### src/rtl/buf_arb_pkg.sv
// Shared types and sizing helpers for the scratchpad write-port arbiter.
package buf_arb_pkg;

  localparam int BUFFER_WIDTH_DEF = 16;
  localparam int PAR_WRITE_DEF    = 4;
  localparam int NUM_REQ_DEF      = 2;
  localparam int MAX_BURST_DEF    = 8;

  // Width of one parallel-write packet at the default configuration.
  localparam int PKT_W = PAR_WRITE_DEF * BUFFER_WIDTH_DEF;

  typedef enum logic {
    IDLE  = 1'b0,
    GRANT = 1'b1
  } arb_state_t;

  // Burst-length field width; must hold MAX_BURST itself.
  function automatic int len_w(input int max_burst);
    return $clog2(max_burst + 1);
  endfunction

  // Requester index width, never below one bit.
  function automatic int idx_w(input int n);
    return (n > 1) ? $clog2(n) : 1;
  endfunction

endpackage

### src/rtl/rr_pick.sv
// Combinational round-robin picker: first active request after `last`.
module rr_pick #(
  parameter int N  = 2,
  parameter int IW = 1
) (
  input  logic [N-1:0]  req,
  input  logic [IW-1:0] last,
  output logic          valid,
  output logic [N-1:0]  onehot
);

  logic [IW-1:0] idx;

  // Scan from last+1, wrapping, and keep only the first hit.
  always_comb begin
    valid  = 1'b0;
    onehot = '0;
    idx    = '0;
    for (int i = 1; i <= N; i++) begin
      idx = IW'((int'(last) + i) % N);
      if (!valid && req[idx]) begin
        valid       = 1'b1;
        onehot[idx] = 1'b1;
      end
    end
  end

endmodule

### src/rtl/buf_write_arbiter.sv
// Burst-granular round-robin arbiter for the PE scratchpad parallel-write port.
//
//  state | meaning
//  ------+------------------------------------------------------------
//  IDLE  | no owner; pick the next requester after `last`
//  GRANT | gnt owns the port; cnt packets left, one per buf_ready cycle
module buf_write_arbiter
  import buf_arb_pkg::*;
#(
  parameter int BUFFER_WIDTH = BUFFER_WIDTH_DEF,
  parameter int PAR_WRITE    = PAR_WRITE_DEF,
  parameter int NUM_REQ      = NUM_REQ_DEF,
  parameter int MAX_BURST    = MAX_BURST_DEF,
  parameter int LEN_W        = len_w(MAX_BURST)
) (
  input  logic                                  clk,
  input  logic                                  rstn,
  input  logic                                  en,
  input  logic [NUM_REQ-1:0]                    req,
  input  logic [NUM_REQ*LEN_W-1:0]              req_len,
  input  logic [NUM_REQ*PAR_WRITE*BUFFER_WIDTH-1:0] req_din,
  output logic [NUM_REQ-1:0]                    gnt,
  output logic [NUM_REQ-1:0]                    req_ack,
  output logic [NUM_REQ-1:0]                    burst_done,
  output logic                                  buf_en,
  output logic                                  buf_wen,
  output logic [PAR_WRITE*BUFFER_WIDTH-1:0]     buf_din,
  input  logic                                  buf_ready
);

  localparam int DW = PAR_WRITE * BUFFER_WIDTH;
  localparam int IW = idx_w(NUM_REQ);

  arb_state_t          state;
  logic [IW-1:0]       last;
  logic [LEN_W-1:0]    cnt;

  logic                pick_valid;
  logic [NUM_REQ-1:0]  pick_onehot;
  logic [LEN_W-1:0]    pick_raw_len;
  logic [LEN_W-1:0]    pick_len;

  logic [IW-1:0]       cur_idx;
  logic [DW-1:0]       cur_din;
  logic                cur_req;
  logic                xfer;
  logic                last_pkt;

  rr_pick #(
    .N  (NUM_REQ),
    .IW (IW)
  ) u_pick (
    .req    (req),
    .last   (last),
    .valid  (pick_valid),
    .onehot (pick_onehot)
  );

  // Length of the candidate winner, forced into the legal 1..MAX_BURST range.
  always_comb begin
    pick_raw_len = '0;
    for (int i = 0; i < NUM_REQ; i++) begin
      if (pick_onehot[i]) begin
        pick_raw_len = req_len[i*LEN_W +: LEN_W];
      end
    end
    if (pick_raw_len == '0) begin
      pick_len = LEN_W'(1);
    end else if (pick_raw_len > LEN_W'(MAX_BURST)) begin
      pick_len = LEN_W'(MAX_BURST);
    end else begin
      pick_len = pick_raw_len;
    end
  end

  // Decode the current owner; data stays zero while nobody holds the grant.
  always_comb begin
    cur_idx = '0;
    cur_din = '0;
    for (int i = 0; i < NUM_REQ; i++) begin
      if (gnt[i]) begin
        cur_idx = IW'(i);
        cur_din = req_din[i*DW +: DW];
      end
    end
  end

  // Buffer-side handshake and per-requester strobes.
  always_comb begin
    cur_req    = |(req & gnt);
    buf_en     = en;
    buf_wen    = en && (state == GRANT) && cur_req;
    buf_din    = cur_din;
    xfer       = buf_wen && buf_ready;
    last_pkt   = (cnt == LEN_W'(1));
    req_ack    = {NUM_REQ{xfer}} & gnt;
    burst_done = {NUM_REQ{xfer && last_pkt}} & gnt;
  end

  // Arbitration FSM; en low freezes every register.
  always_ff @(posedge clk or negedge rstn) begin
    if (!rstn) begin
      state <= IDLE;
      gnt   <= '0;
      cnt   <= '0;
      last  <= IW'(NUM_REQ - 1);
    end else if (en) begin
      case (state)
        IDLE: begin
          if (pick_valid) begin
            gnt   <= pick_onehot;
            cnt   <= pick_len;
            state <= GRANT;
          end
        end
        GRANT: begin
          if (xfer) begin
            cnt <= cnt - LEN_W'(1);
            if (last_pkt) begin
              gnt   <= '0;
              last  <= cur_idx;
              state <= IDLE;
            end
          end else if (!cur_req) begin
            // Owner withdrew mid-burst: release without burst_done.
            gnt   <= '0;
            cnt   <= '0;
            last  <= cur_idx;
            state <= IDLE;
          end
        end
        default: begin
          gnt   <= '0;
          state <= IDLE;
        end
      endcase
    end
  end

endmodule

### config.mk
export PLATFORM = sky130hd
export DESIGN_NAME = buf_write_arbiter
export DESIGN_NICKNAME = d
export VERILOG_FILES = /design/src/rtl/buf_arb_pkg.sv /design/src/rtl/rr_pick.sv /design/src/rtl/buf_write_arbiter.sv
export SDC_FILE = /design/constraint.sdc
export NUM_CORES = 1
export LEC_CHECK = 0
export BUFFER_PORTS_ARGS = -buffer_cell sky130_fd_sc_hd__buf_2
export CAP_MARGIN = 15
export CORE_AREA = 2 2 83 85
export DETAILED_ROUTE_END_ITERATION = 10
export DIE_AREA = 0 0 85 87
export HOLD_SLACK_MARGIN = 0.02
export PLACE_DENSITY = 0.69
export SYNTH_ARGS = -nofsm -noshare
export SYNTH_HDL_FRONTEND = slang
export SYNTH_SLANG_ARGS = --single-unit
### constraint.sdc
create_clock -name clk -period 3.32 [get_ports clk]
set_clock_uncertainty 0.1 [all_clocks]
set_input_delay 0.664 -clock clk [delete_from_list [all_inputs] [get_ports clk]]
set_output_delay 0.664 -clock clk [all_outputs]
set_load 0.01 [all_outputs]
---- Word level (Yosys, flattened, before mapping) ----
Index checks and enable logic that the tools add are counted.
storage, ports and cells
  output and inout bits ................... 72
  bits in registers ....................... 8
  word-level logic and storage cells ...... 72
  memory bits (read-only) ................. 0
  bits in writable memories ............... 0
  memories ................................ 0
  input bits .............................. 142
  bits in latches ......................... 0
cells by class
  bitwise gates (word level) .............. 5
  add/subtract/negate cells ............... 3
  muxes and demuxes ....................... 36
  equality and inequality tests ........... 6
  divide/modulo/power cells ............... 0
  shifts and indexed selects .............. 0
  multiply operators ...................... 0
  order comparisons ....................... 5
  reduce and logical (&&, ||, !) cells .... 13
operator list
  cell                                                 count
  two-way mux 64 bit                                   2
  two-way mux 4 bit                                    7
  two-way mux 1 bit                                    16
  two-way mux 2 bit                                    6
  one-hot mux 4 bit (2 select lines)                   1
  AND reduction 4 bit                                  2
  logical AND 1 bit                                    7
  bitwise AND 2 bit                                    3
  != test 3 x 2 -> 1 bit, second input constant        2
  equality test 4 x 1 -> 1 bit, second input constant  1
  > comparator 4 bit, second input constant            1
  logical NOT 4 bit                                    1
  < comparator 1 x 2 -> 1 bit, second input constant   2
  != test 2 x 1 -> 1 bit, second input constant        2
  one-hot mux 2 bit (2 select lines)                   1
  subtractor 4 x 1 -> 4 bit, second input constant     1
  AND reduction 3 bit                                  1
  adder 1 bit, second input constant                   2
  demux 1 bit (select 1 bit)                           2
  >= comparator 1 bit, second input constant           2
  != test 2 bit, second input constant                 1
  OR 2 bit                                             1
  one-hot mux 1 bit (2 select lines)                   1
  OR reduction 2 bit                                   1
  2 further kinds                                      2

---- Logic depth before layout (Yosys ltp) ----
  depth in word-level cells ............... 15
  gate-level depth with buffers ........... 6

---- Hierarchy ----
Synthesis repeated with hierarchy kept, for this count alone.
second synthesis, totals
  cells, all modules ...................... 149
  area total of the unflattened synthesis .. 1,272.5 µm²
by module, submodules not included
  module             sequential area each (µm²)  cells each  instances  area an instance (µm²)
  buf_write_arbiter  201.4                       145         1          1,247.4
  rr_pick            0.0                         4           1          25.0

---- Worst setup path before layout ----
No wires, ideal clock.
  path type ............................... input port to output port
  from .................................... input port req[0]
  to ...................................... output port burst_done[0]
  arrival ................................. 1.421 ns
  slack ................................... 1.135 ns
  data required time ...................... 2.556 ns
  stages on the path ...................... 4
  cells stage by stage .................... buf_6 a22oi_1 nor2_1 and3_1
on the way
  longest elaborated chain between the ends .. 6
ends and longest elaborated chain
  item                RTL line                 text
  start: declaration  buf_write_arbiter.sv:19  input logic [NUM_REQ-1:0] req,
  bitwise AND 2 bit   buf_write_arbiter.sv:90  cur_req = |(req & gnt);
  OR reduction 2 bit  buf_write_arbiter.sv:90
  logical AND 1 bit   buf_write_arbiter.sv:92  buf_wen = en && (state == GRANT) && cur_req;
  logical AND 1 bit   buf_write_arbiter.sv:94  xfer = buf_wen && buf_ready;
  logical AND 1 bit   buf_write_arbiter.sv:97  burst_done = {NUM_REQ{xfer && last_pkt}} & gnt;
  bitwise AND 2 bit   buf_write_arbiter.sv:97
  end: declaration    buf_write_arbiter.sv:24  output logic [NUM_REQ-1:0] burst_done,
Every way passes these cells.

---- Worst setup path after layout ----
  from .................................... register gnt[1]
  to ...................................... output port buf_din[27]
on the way
  longest elaborated chain between the ends .. 1
ends and longest elaborated chain
  item                      RTL line                  text
  start: declaration        buf_write_arbiter.sv:22   output logic [NUM_REQ-1:0] gnt,
  start signal: assignment  buf_write_arbiter.sv:111  gnt <= pick_onehot;
  two-way mux 64 bit        buf_write_arbiter.sv:81   if (gnt[i]) begin
  end: declaration          buf_write_arbiter.sv:27   output logic [PAR_WRITE*BUFFER_WIDTH-1:0] buf_din,
Every way passes these cells.

==> out/qor.txt <==
# resized after CTS - 0
Pleak - 1.439 nW
Sink Count - 8
Fill cell count - 703
Final wirelength - 6946 µm
WL per Instance - 15.86 µm
Initial antenna violation count - 7
HPWL Detailed - 5920 µm
Maxcap violations - 0
First-pass GRT wire length - 9687 µm
Pwr dens - 650.8 nW/µm²
Placed Cells - 430
Height of the die - 87 µm
Clk_lat worst skew - 240 ps
Synthesized area per cell - 8.281 µm²
Cell Area, Placed - 2361 µm²
Fmax - 0.3848 GHz
Async S/R FF share, synth - 1.000
Maximum VDD drop - 0.2304 mV
Die footprint - 7395 µm²
Post-Synth Adder-Cell Area - 0.01988
Post-synth top area share - 0.4453
DRC Markers - 0
Crit end category - primary output
Fin. max-slew vios - 0
Area growth from synthesis to layout - 91.95%
Mux share of post-synthesis cell area - 0.02485
Number of buffers created by CTS - 3
Clock transition at path regs - 50 ps
Post-layout minimum cycle time - 2599 ps
Drt initial violations - 85
Num rows - 30
Tot GR Track Use - 0.1659
Area leader, netlist - a22o_1
Finish-stage setup viols - 0
Yosys warnings - 0
CTS Buffer Depth - 2
Largest family of logic cells by synthesized area - compound AO/OA/AOI/OAI gates
Final setup TNS - 0 ps
CTS Root Cell - clkbuf_8
Largest net degree at the start of global routing - 40
Status - finished, final reports clean
CP required - 2560 ps
Netlist Area Pre-Place - 1259 µm²
Post-synthesis sequential area ratio - 0.1600
Router iterations before antenna repair - 4
Synth Area in Simple Gates - 0.09841
Worst Path Max Fanout - 39
Fin crit share - 0.7827
ANT nets after route - 0
Crit Path Category - reg -> out
Port bufs - 213
Slew @ Worst Pin - 606.2 ps
Number of hold buffers added after CTS - 0
Final Wtd Congestion - 0.8948
Synth cell count leaders - a22o_1, buf_2, dfrtp_1, inv_1
I/O Pins - 214
H-tree levels - 1
Top FF cell, synth - dfrtp_1
DR vias/cell - 4.779
Design area - 2416 µm²
Post-Syn Nets - 296
WP data arrival - 1830 ps
Vias - 2,093
Cells after Synth - 152
Worst slack, placed - 885.8 ps
DIE WIDTH - 85 µm
Unrepaired setup endpoints after global routing - false
Most numerous cell in the Yosys netlist - a22o_1
Number of global-route vias before repair - 1,909
Layout Cells excl Fill - 438
Worst setup margin - 721.4 ps
Nets - 499
Unique masters post-synth - 39
Core area - 6569 µm²
CTS tree - yes
Grt ovf - 0
Synthesized flop and latch total - 8
Synth Area in Compound Gates - 0.6024
Post-CTS Setup Inserts - 0
Post-synth EDFFs - 0
Xor and xnor area share after synthesis - 0
Worst slew margin relative to its limit - 0.5959
Ranking of synthesized cells by area - a22o_1, dfrtp_1, buf_2, dfstp_2, inv_1
Layout cell share with drive strength beyond 1 - 0.6412
Startpoint types - flop
Endpoints failing hold - 0
Initial Util - 0.1916
Type of the most critical hold path - in -> async
area by class of cell:
| class | instances | area [µm²] | area share |
|---|---|---|---|
| Timing Repair Buffer | 216 | 1089 | 0.4505 |
| Tap cell | 80 | 100.1 | 0.04143 |
| Antenna cell | 4 | 10.01 | 0.004143 |
| Sequential cell | 8 | 202.7 | 0.08389 |
| Multi-Input combinational cell | 119 | 943.4 | 0.3905 |
| Clock buffer | 4 | 45.04 | 0.01864 |
| Inverter | 7 | 26.28 | 0.01088 |
through the flow:
step	power, mW	utilization	hold WS, ps
final	1.572	0.3678	174.5
after floorplan	0.9753	-	268.4
after global placement	1.440	0.3594	402.4
after CTS	1.585	0.3663	178.7
after global routing	1.703	0.3667	181.8
after detailed placement	1.453	0.3594	420.3
worst paths after layout:
path	start	end	slack [ps]	cells after the start
worst max-delay path	gnt[1]	buf_din[27]	720	3
worst min-delay path	rstn	cnt[1]	170	1
worst max register to register	gnt[1]	gnt[1]	1470	4
worst min register to register	cnt[3]	cnt[3]	430	1
max in group asynchronous	rstn	last	2690	1
min in group clk	cnt[3]	cnt[3]	430	1
logic make-up after synthesis:
group / after synthesis
flops: 8
simple gates: 25
fa+ha+maj: 2
mux: 3
buf+inv: 25
compound gates: 89
where the power goes:
group          switching [mW]  leakage, nW  internal (mW)
clock network          0.0454       0.0228         0.0838
logic                   0.620         1.32          0.572
registers               0.107       0.0998          0.144
total                   0.772         1.44          0.800
layout by cell type (no fill, tap or decap), types with 4 or more instances in the layout:
| cell type | Yosys | final |
|---|---|---|
| buf_2 | 7 | 213 |
| a22o_1 | 64 | 64 |
| inv_1 | 7 | 7 |
| nand2_1 | 6 | 6 |
| nor2_1 | 6 | 6 |
| dfrtp_1 | 7 | 6 |
| o21ai_0 | 5 | 5 |
| diode_2 | 0 | 4 |
worst max-delay path, cell delays in order, from the launching register on:
cell and delay, ps:
dfrtp_2 750, buf_4 460, a22o_1 240, buf_2 140
layer usage:
| layer | share of wire | vias to the layer above | global-route usage |
|---|---|---|---|
| met2 | 0.46 | 120 | 0.2727 |
| li1 | - | 1028 | - |
| met1 | 0.41 | 929 | 0.1992 |
| met3 | 0.12 | 10 | 0.08531 |
| met5 | 0.0060 | - | 0 |
| met4 | 0.0040 | 6 | 0.02165 |
sequential cells by signal, summed over array words and instances, names as in the netlist:
signal	count
gnt	2
state	1
last	1
cnt	4
Note: power is estimated with default switching activity, not from simulation.
